File: config.mk
export PLATFORM = sky130hd
export DESIGN_NAME = memoria_mascara_flat
export DESIGN_NICKNAME = d
export VERILOG_FILES = /design/src/rtl/memoria_mascara_if.sv /design/src/rtl/memoria_mascara.sv /design/src/flat_wrapper.sv
export SDC_FILE = /design/constraint.sdc
export NUM_CORES = 1
export LEC_CHECK = 0
export ABC_AREA = 1
export CELL_PAD_IN_SITES_DETAIL_PLACEMENT = 0
export CELL_PAD_IN_SITES_GLOBAL_PLACEMENT = 1
export CORE_MARGIN = 5
export CORE_UTILIZATION = 48
export CTS_BUF_LIST = sky130_fd_sc_hd__clkbuf_16
export CTS_CLUSTER_DIAMETER = 40
export DETAILED_ROUTE_END_ITERATION = 10
export PLACE_DENSITY = 0.88
export REMOVE_ABC_BUFFERS = 1
export SETUP_SLACK_MARGIN = 0.5
export SLEW_MARGIN = 0
export SYNTH_ARGS = -nofsm -noshare
export SYNTH_HDL_FRONTEND = slang
export SYNTH_SLANG_ARGS = --single-unit
File: constraint.sdc
create_clock -name clk -period 22.2 [get_ports clk]
set_input_delay 4.44 -clock clk [delete_from_list [all_inputs] [get_ports clk]]
set_output_delay 4.44 -clock clk [all_outputs]
set_load 0.02 [all_outputs]
File: src/rtl/memoria_mascara_if.sv
// Write and read-handshake bundle between the mask loader/reader (master)
// and the mask coefficient store (slave).
interface memoria_mascara_if #(
   parameter int unsigned BITS_DATOS     = 8,
   parameter int unsigned BITS_DIRECCION = 6
);
   logic [2:0]                tamano_mascara;
   logic                      escribir;
   logic [BITS_DIRECCION-1:0] direccion_escritura;
   logic [BITS_DATOS-1:0]     dato_escritura;
   logic                      leer;
   logic [BITS_DIRECCION-1:0] direccion_mem;
   logic [BITS_DATOS-1:0]     dato_leido;
   logic                      lectura_completada;
   logic                      error_direccion;
   logic                      ocupado;

   modport master (
      output tamano_mascara, escribir, direccion_escritura, dato_escritura,
             leer, direccion_mem,
      input  dato_leido, lectura_completada, error_direccion, ocupado
   );

   modport slave (
      input  tamano_mascara, escribir, direccion_escritura, dato_escritura,
             leer, direccion_mem,
      output dato_leido, lectura_completada, error_direccion, ocupado
   );
endinterface

File: src/rtl/memoria_mascara.sv
// Register-based filter-mask coefficient store with a fixed read latency
// and out-of-range address flagging against the current mask size.
module memoria_mascara #(
   parameter int unsigned BITS_DATOS     = 8,
   parameter int unsigned BITS_DIRECCION = 6,
   parameter int unsigned LATENCIA       = 2
) (
   input  logic             clk,
   input  logic             reset,
   memoria_mascara_if.slave bus
);
   localparam int unsigned PROFUNDIDAD = 1 << BITS_DIRECCION;
   localparam int unsigned BITS_LIMITE = 6;
   localparam int unsigned BITS_CMP    = (BITS_DIRECCION > BITS_LIMITE) ? BITS_DIRECCION : BITS_LIMITE;
   localparam int unsigned BITS_CONT   = 4;

   typedef enum logic [1:0] {
      E_REPOSO  = 2'd0,
      E_ESPERA  = 2'd1,
      E_ENTREGA = 2'd2
   } estado_t;

   estado_t                   r_estado;
   logic [BITS_DATOS-1:0]     r_mem [PROFUNDIDAD];
   logic [BITS_DIRECCION-1:0] r_direccion;
   logic [BITS_LIMITE-1:0]    r_limite;
   logic [BITS_CONT-1:0]      r_contador;
   logic [BITS_DATOS-1:0]     r_dato_leido;
   logic                      r_completada;
   logic                      r_error;
   logic                      r_ocupado;

   logic [BITS_LIMITE-1:0]    w_producto;
   logic                      w_en_rango;

   assign w_producto = BITS_LIMITE'(bus.tamano_mascara) * BITS_LIMITE'(bus.tamano_mascara);
   assign w_en_rango = BITS_CMP'(r_direccion) < BITS_CMP'(r_limite);

   // Array, FSM and registered outputs share one process so capture sees pre-edge array contents
   always_ff @(posedge clk or posedge reset) begin
      if (reset) begin
         for (int i = 0; i < int'(PROFUNDIDAD); i++) r_mem[i] <= '0;
         r_estado     <= E_REPOSO;
         r_direccion  <= '0;
         r_limite     <= '0;
         r_contador   <= '0;
         r_dato_leido <= '0;
         r_completada <= 1'b0;
         r_error      <= 1'b0;
         r_ocupado    <= 1'b0;
      end else begin
         if (bus.escribir) r_mem[bus.direccion_escritura] <= bus.dato_escritura;
         r_completada <= 1'b0;
         r_error      <= 1'b0;
         case (r_estado)
            E_REPOSO: begin
               if (bus.leer) begin
                  r_direccion <= bus.direccion_mem;
                  r_limite    <= w_producto;
                  r_contador  <= BITS_CONT'(LATENCIA - 1);
                  r_ocupado   <= 1'b1;
                  r_estado    <= E_ESPERA;
               end
            end
            E_ESPERA: begin
               if (r_contador == '0) begin
                  r_estado     <= E_ENTREGA;
                  r_completada <= 1'b1;
                  if (w_en_rango) begin
                     r_dato_leido <= r_mem[r_direccion];
                  end else begin
                     r_dato_leido <= '0;
                     r_error      <= 1'b1;
                  end
               end else begin
                  r_contador <= r_contador - BITS_CONT'(1);
               end
            end
            E_ENTREGA: begin
               // A request on the edge leaving delivery is taken back-to-back
               if (bus.leer) begin
                  r_direccion <= bus.direccion_mem;
                  r_limite    <= w_producto;
                  r_contador  <= BITS_CONT'(LATENCIA - 1);
                  r_estado    <= E_ESPERA;
               end else begin
                  r_ocupado <= 1'b0;
                  r_estado  <= E_REPOSO;
               end
            end
            default: begin
               r_ocupado <= 1'b0;
               r_estado  <= E_REPOSO;
            end
         endcase
      end
   end

   assign bus.dato_leido         = r_dato_leido;
   assign bus.lectura_completada = r_completada;
   assign bus.error_direccion    = r_error;
   assign bus.ocupado            = r_ocupado;
endmodule
File: src/flat_wrapper.sv
// flat-port wrapper written by rule: the top's interface ports become plain ports
module memoria_mascara_flat 
#(
   parameter int unsigned BITS_DATOS     = 8,
   parameter int unsigned BITS_DIRECCION = 6,
   parameter int unsigned LATENCIA       = 2
)
  (clk, reset, bus_tamano_mascara, bus_escribir, bus_direccion_escritura, bus_dato_escritura, bus_leer, bus_direccion_mem, bus_dato_leido, bus_lectura_completada, bus_error_direccion, bus_ocupado);
  memoria_mascara_if #(.BITS_DATOS(BITS_DATOS), .BITS_DIRECCION(BITS_DIRECCION)) bus_i ();
  input  logic clk;
  input  logic reset;
  input wire logic [$bits(bus_i.tamano_mascara)-1:0] bus_tamano_mascara;
  input wire logic [$bits(bus_i.escribir)-1:0] bus_escribir;
  input wire logic [$bits(bus_i.direccion_escritura)-1:0] bus_direccion_escritura;
  input wire logic [$bits(bus_i.dato_escritura)-1:0] bus_dato_escritura;
  input wire logic [$bits(bus_i.leer)-1:0] bus_leer;
  input wire logic [$bits(bus_i.direccion_mem)-1:0] bus_direccion_mem;
  output wire logic [$bits(bus_i.dato_leido)-1:0] bus_dato_leido;
  output wire logic [$bits(bus_i.lectura_completada)-1:0] bus_lectura_completada;
  output wire logic [$bits(bus_i.error_direccion)-1:0] bus_error_direccion;
  output wire logic [$bits(bus_i.ocupado)-1:0] bus_ocupado;
  assign bus_i.tamano_mascara = bus_tamano_mascara;
  assign bus_i.escribir = bus_escribir;
  assign bus_i.direccion_escritura = bus_direccion_escritura;
  assign bus_i.dato_escritura = bus_dato_escritura;
  assign bus_i.leer = bus_leer;
  assign bus_i.direccion_mem = bus_direccion_mem;
  assign bus_dato_leido = bus_i.dato_leido;
  assign bus_lectura_completada = bus_i.lectura_completada;
  assign bus_error_direccion = bus_i.error_direccion;
  assign bus_ocupado = bus_i.ocupado;
  memoria_mascara #(.BITS_DATOS(BITS_DATOS), .BITS_DIRECCION(BITS_DIRECCION), .LATENCIA(LATENCIA)) u_core (.clk(clk), .reset(reset), .bus(bus_i));
endmodule
==> results of run 1 <==
[per-stage QoR]
step	cells	hold slack (ps)	cell area [sq um]
finish	3753	480	27800
global route	3753	497	27800
CTS	3752	486	27800
detailed placement	3609	473	25200
global placement	3609	465	25200
floorplan	2866	453	23700
[placed cells by master (no fill, tap or decap), drive strengths merged]
cell / instances
a21oi: 97
a31oi: 1
buf: 26
bufinv: 11
clkbuf: 79
clkdlybuf4s50: 37
clkinv: 29
clkinvlp: 9
dfrtp: 540
diode: 1
ha: 7
inv: 61
maj3: 1
nand2: 1164
nand3: 434
nand4: 1
nor2: 117
nor3: 19
nor4: 6
o21ai: 430
o22ai: 1
xor2: 2
[final timing paths]
| kind | cells past startpoint | start | slack (ps) | endpoint |
|---|---|---|---|---|
| max in group clk | 5 | bus_direccion_escritura[2] | 15470 | u_core.r_mem[470]$_DFFE_PP0P_ |
| min in group asynchronous | 2 | reset | 4400 | u_core.r_mem[104]$_DFFE_PP0P_ |
| max | 4 | reset | 15260 | u_core.r_direccion[0]$_DFFE_PP0P_ |
| min | 2 | u_core.bus.dato_leido[0]$_DFFE_PP0N_ | 480 | u_core.bus.dato_leido[0]$_DFFE_PP0N_ |
| min reg2reg | 2 | u_core.bus.dato_leido[0]$_DFFE_PP0N_ | 480 | u_core.bus.dato_leido[0]$_DFFE_PP0N_ |
| max reg2reg | 12 | u_core.r_direccion[0]$_DFFE_PP0P_ | 18270 | u_core.bus.dato_leido[0]$_DFFE_PP0N_ |
[cell usage after synthesis, drive strengths merged, types with 2 or more instances]
| cell type | n | area, sq um |
|---|---|---|
| clkbuf | 161 | 604 |
| clkinv | 11 | 41.3 |
| xor2 | 2 | 17.5 |
| nand2 | 1164 | 4370 |
| o21ai | 430 | 2150 |
| dfrtp | 540 | 13500 |
| buf | 65 | 344 |
| nor4 | 6 | 128 |
| a21oi | 97 | 485 |
| nor2 | 117 | 479 |
| inv | 35 | 131 |
| nand3 | 434 | 2170 |
| ha | 7 | 87.6 |
| nor3 | 19 | 110 |
[per-layer routing]
layer  global-route usage (%)  share of wire, %
met1                     36.0                44
met2                     39.2                46
met3                     4.34               7.6
met4                     8.40               2.9
met5                        0                 0
[registers in the layout, summed over array words and instances (netlist names)]
register and count:
u_core.r_estado 2, u_core.bus.lectura_completada 1, u_core.bus.dato_leido 8, u_core.bus.ocupado 1
u_core.r_contador 4, u_core.r_direccion 6, u_core.bus.error_direccion 1, u_core.r_limite 5
u_core.r_mem 512
[final cells by class]
class,instances,area (sq um)
fillers,4724,23300
multi-input cells,2280,10000
inverters,46,191
repair buffers,63,578
flip-flops and latches,540,13500
well taps,680,851
clock inverters,64,669
clock buffers,79,1980
diodes,1,2.50
[worst reg2reg max path, stage by stage (launching register included)]
cell	delay (ps)
dfrtp_4	710
inv_8	870
buf_4	1090
nand2_1	160
nand3_1	120
nand3_1	100
nand2_1	90
nand2_1	100
nand3_1	180
nand3_1	130
nand2_1	170
nand2_1	80
nand2_1	60
[logic make-up after synthesis]
| group | synth area share, % |
|---|---|
| compound gates | 10.7 |
| xor+xnor | 0.0710 |
| fa+ha+maj | 0.396 |
| buf+inv | 4.55 |
| flops | 54.8 |
| simple gates | 29.5 |
[power by group]
group	total [W]	leakage, nW	internal, W	switching, W
Combinational	0.00101	4.35	0.000304	0.000709
Clock	0.00125	1.30	0.000783	0.000468
Sequential	0.00128	7.12	0.00114	0.000136
Total	0.00354	12.8	0.00223	0.00131
==> metrics.txt, run 1 <==
outcome finished, final reports clean; gpl congestion 0.830; CP Capture Type asynchronous set/reset pin; startpoint types primary input; yosys warns 0; largest net degree at the start of global routing 190; Setup WS pre-CTS 14520 ps; std cell rows 83; Worst VDD drop 0.0844 mV; Power, Total 0.00354 W; Worst Skew 21.5 ps; critical path type in -> async; top_reg_cell synth dfrtp_1; drc violations 0; Synth Register Bits 540; final hold vios 0; Die W 237 microns; Lkg Pwr 12.8 nW; post-route ant nets 0; cell area power density 127 nW/um^2; IO Count 38; vias 21200; critical path's largest stage delay 900 ps; initial antenna violation count 1; post-cts gate resize count 0; unrepaired setup endpoints after global routing no; CTS Hold Bufs 0; Clock H-tree levels 3; slowest cell on the critical path buf_4; WL/cell 18.8 microns; setup TNS 0 ps; CP Buf/Inv Count 4; layout net count 3042; Global Route Usage Sum 25.1%; first drt pass iteration count 6; Synth Cell Area 24700 sq um; CTS tree built; WP data required 22680 ps; Tmin final 6940 ps; fin util 54.4%; Final Setup Violations 0; CP max FO 189; Async S/R FF share, synth 100%; proportion of layout cells with a drive suffix above 1 6.22%; first-pass GRT wire length 113 mm; Netlist cell types 25; clk_lat worst skew 610 ps; global route overflow 0; setup ws final 15260 ps; final WL 70.6 mm; crit path DAT 7420 ps; crit-path cells clkdlybuf4s50_1 -> inv_8 -> buf_12 -> buf_4; clock root cell clkbuf_16; number of port buffers 37; die height 237 microns; worst-case clock buffer depth 3; max-slew violation count 0; Core ar. 51100 sq um; Detailed Route Iter0 Violations 2390; number of synthesized flops with an enable pin 0; maxcap violations 0; period utilization 31.3%; Slew HR 26.3%; Worst-path clk slew 60 ps; vias in the first global route 20400; Cells after Synth 3092; Die ar. 56000 sq um; register area share after synthesis 54.8%; Via density 5.64; number of setup buffers added after CTS 0; syn avg cell area 7.98 sq um; f_max 144 MHz; Slew @ Worst Pin 1110 ps; starting density of the core 48.3%; CTS buffer count 77; delay-heaviest family, CP buffers and inverters; Clock Sinks 540; Post-DP HPWL 39.2 mm; synthesis-to-finish area growth 12.8%; worst hold path class reg -> reg
No activity file was read; power rests on OpenSTA's default activity.
==> run 2: changes to the inputs <==
==> constraint.sdc (replaced) <==
create_clock -name clk -period 7.16 [get_ports clk]
set_input_delay 1.432 -clock clk [delete_from_list [all_inputs] [get_ports clk]]
set_output_delay 1.432 -clock clk [all_outputs]
set_load 0.02 [all_outputs]
==> run 2 against run 1 <==
Net effect: non-clock buffer count fell by 1; sequential share of layout area fell by 0.055 points; critical path type is now reg -> reg; flip-flop and latch count did not move; combinational power rose to 3.2 times the previous value; final cell count barely moved.
==> metrics.txt, run 2 (synthesized netlist as in run 1, its figures left out) <==
outcome finished, final reports clean; WP data required 7700 ps; largest reg by FF count u_core.r_mem; worst reg-to-reg path cell count 12; CTS buffer count 81; CTS Hold Bufs 0; Die W 237 microns; crit-path cells buf_4 -> buf_4 -> nand2_1 -> nand3_1 -> nand3_1 -> nand2_1 -> nand2_1 -> nand3_1 -> nand3_1 -> nand2_1 -> nand2_1 -> nand2_1; number of port buffers 37; proportion of layout cells with a drive suffix above 1 6.08%; Slew HR 14.1%; max FFs per register 512; gpl congestion 0.815; worst hold path class reg -> reg; clock root cell clkbuf_16; CTS tree built; critical path's largest stage delay 900 ps; Worst VDD drop 0.190 mV; filler cell count 4686; hold_ws 482 ps; post-cts gate resize count 0; std cell rows 83; Slew @ Worst Pin 1280 ps; number of setup buffers added after CTS 0; largest net degree at the start of global routing 152; IO Count 38; area of the multi-input gates 10000 sq um; final hold vios 0; Die ar. 56000 sq um; post-route ant nets 0; CP max FO 72; Worst Skew 21.1 ps; first-pass GRT wire length 114 mm; GR Layer Usage met3 4.24%; worst-case clock buffer depth 3; Clock H-tree levels 3; initial antenna violation count 0; most frequent cells in the layout nand2_1 (1164), dfrtp_1 (537), nand3_1 (434), o21ai_0 (430), nor2_1 (105); Non-Filler Instances 3756; Final Setup Violations 0; clk_lat worst skew 620 ps; Clock Sinks 540; slowest cell on the critical path dfrtp_4; FF/Latch Area 13500 sq um; Post-DP HPWL 39.7 mm; synthesis-to-finish area growth 12.9%; R2R Path End u_core.bus.dato_leido[0]$_DFFE_PP0N_; vias in the first global route 20100; first drt pass iteration count 6; Inst Count DP 3608; worst reg2reg path startpoint u_core.r_direccion[0]$_DFFE_PP0P_; Core ar. 51100 sq um; setup ws final 3220 ps; period utilization 55.1%; Setup WS pre-CTS 2870 ps; maxcap violations 0; setup TNS 0 ps; Detailed Route Iter0 Violations 2684; Worst setup endpoint u_core.bus.dato_leido[0]$_DFFE_PP0N_; f_max 254 MHz; WL/cell 19.1 microns; max-slew violation count 0; die height 237 microns; unrepaired setup endpoints after global routing no; cell area power density 394 nW/um^2; Most common cell on crit path nand2_1; layout net count 3045; startpoint types flip-flop; met1 Track Usage GR 37.3%; CP Capture Type flip-flop; Lkg Pwr 12.8 nW; met2 Resource Use GR 38.7%; critical path type reg -> reg; FF-to-FF setup slack 3220 ps; final WL 71.6 mm; drc violations 0; Worst-path clk slew 50 ps; busiest layer in global routing met2; Via density 5.67; starting density of the core 48.3%; number of diodes 0; crit path DAT 4490 ps; Worst Setup SP u_core.r_direccion[0]$_DFFE_PP0P_; vias 21300; Tmin final 3940 ps; most common cell after layout, fill and taps aside nand2_1; Global Route Usage Sum 25.4%; global route overflow 0
run 2: layout make-up:
cell class                      count  share of cell area (%)
Clock inverter                     65                    2.11
Multi-Input combinational cell   2280                    36.0
Sequential cell                   540                    48.5
Inverter                           46                   0.683
Tap cell                          680                    3.05
Clock buffer                       83                    7.46
Timing Repair Buffer               62                    2.14
run 2: where the power goes:
part           internal [W]  leakage (nW)  total (W)  switching, W
sequential          0.00354          7.12    0.00392      0.000382
clock               0.00238          1.34    0.00385       0.00147
combinational      0.000941          4.35    0.00319       0.00225
total               0.00686          12.8     0.0110       0.00411
run 2: how the worst min path moves through the flow:
stage / start / to / cells past startpoint
after floorplan: u_core.r_mem[0]$_DFFE_PP0P_ / u_core.r_mem[0]$_DFFE_PP0P_ / 2
after global placement: u_core.r_mem[425]$_DFFE_PP0P_ / u_core.r_mem[425]$_DFFE_PP0P_ / 2
after detailed placement: u_core.r_mem[492]$_DFFE_PP0P_ / u_core.r_mem[492]$_DFFE_PP0P_ / 2
after CTS: u_core.r_mem[492]$_DFFE_PP0P_ / u_core.r_mem[492]$_DFFE_PP0P_ / 2
after global routing: u_core.r_mem[26]$_DFFE_PP0P_ / u_core.r_mem[26]$_DFFE_PP0P_ / 2
final: u_core.r_mem[151]$_DFFE_PP0P_ / u_core.r_mem[151]$_DFFE_PP0P_ / 2
run 2: worst max-delay path, delay by kind of cell, from the launching register on:
family                 cells  cell delay [ps]
AND/OR/NAND/NOR           10             1270
buffers and inverters      2             1560
flip-flops                 1              900
run 2: metal layers:
layer | up-vias | part of all wire (%)
met3 | 129 | 7.4
met2 | 837 | 45
met1 | 10300 | 45
met4 | 0 | 2.9
li1 | 9984 | -
met5 | - | 0
run 2: through the flow:
step	utilization [%]	area [sq um]	total power (W)
CTS	54.5	27900	0.0110
global placement	49.3	25200	0.00704
detailed placement	49.3	25200	0.00710
finish	54.5	27900	0.0110
global route	54.5	27900	0.0116
floorplan	-	23700	0.00599
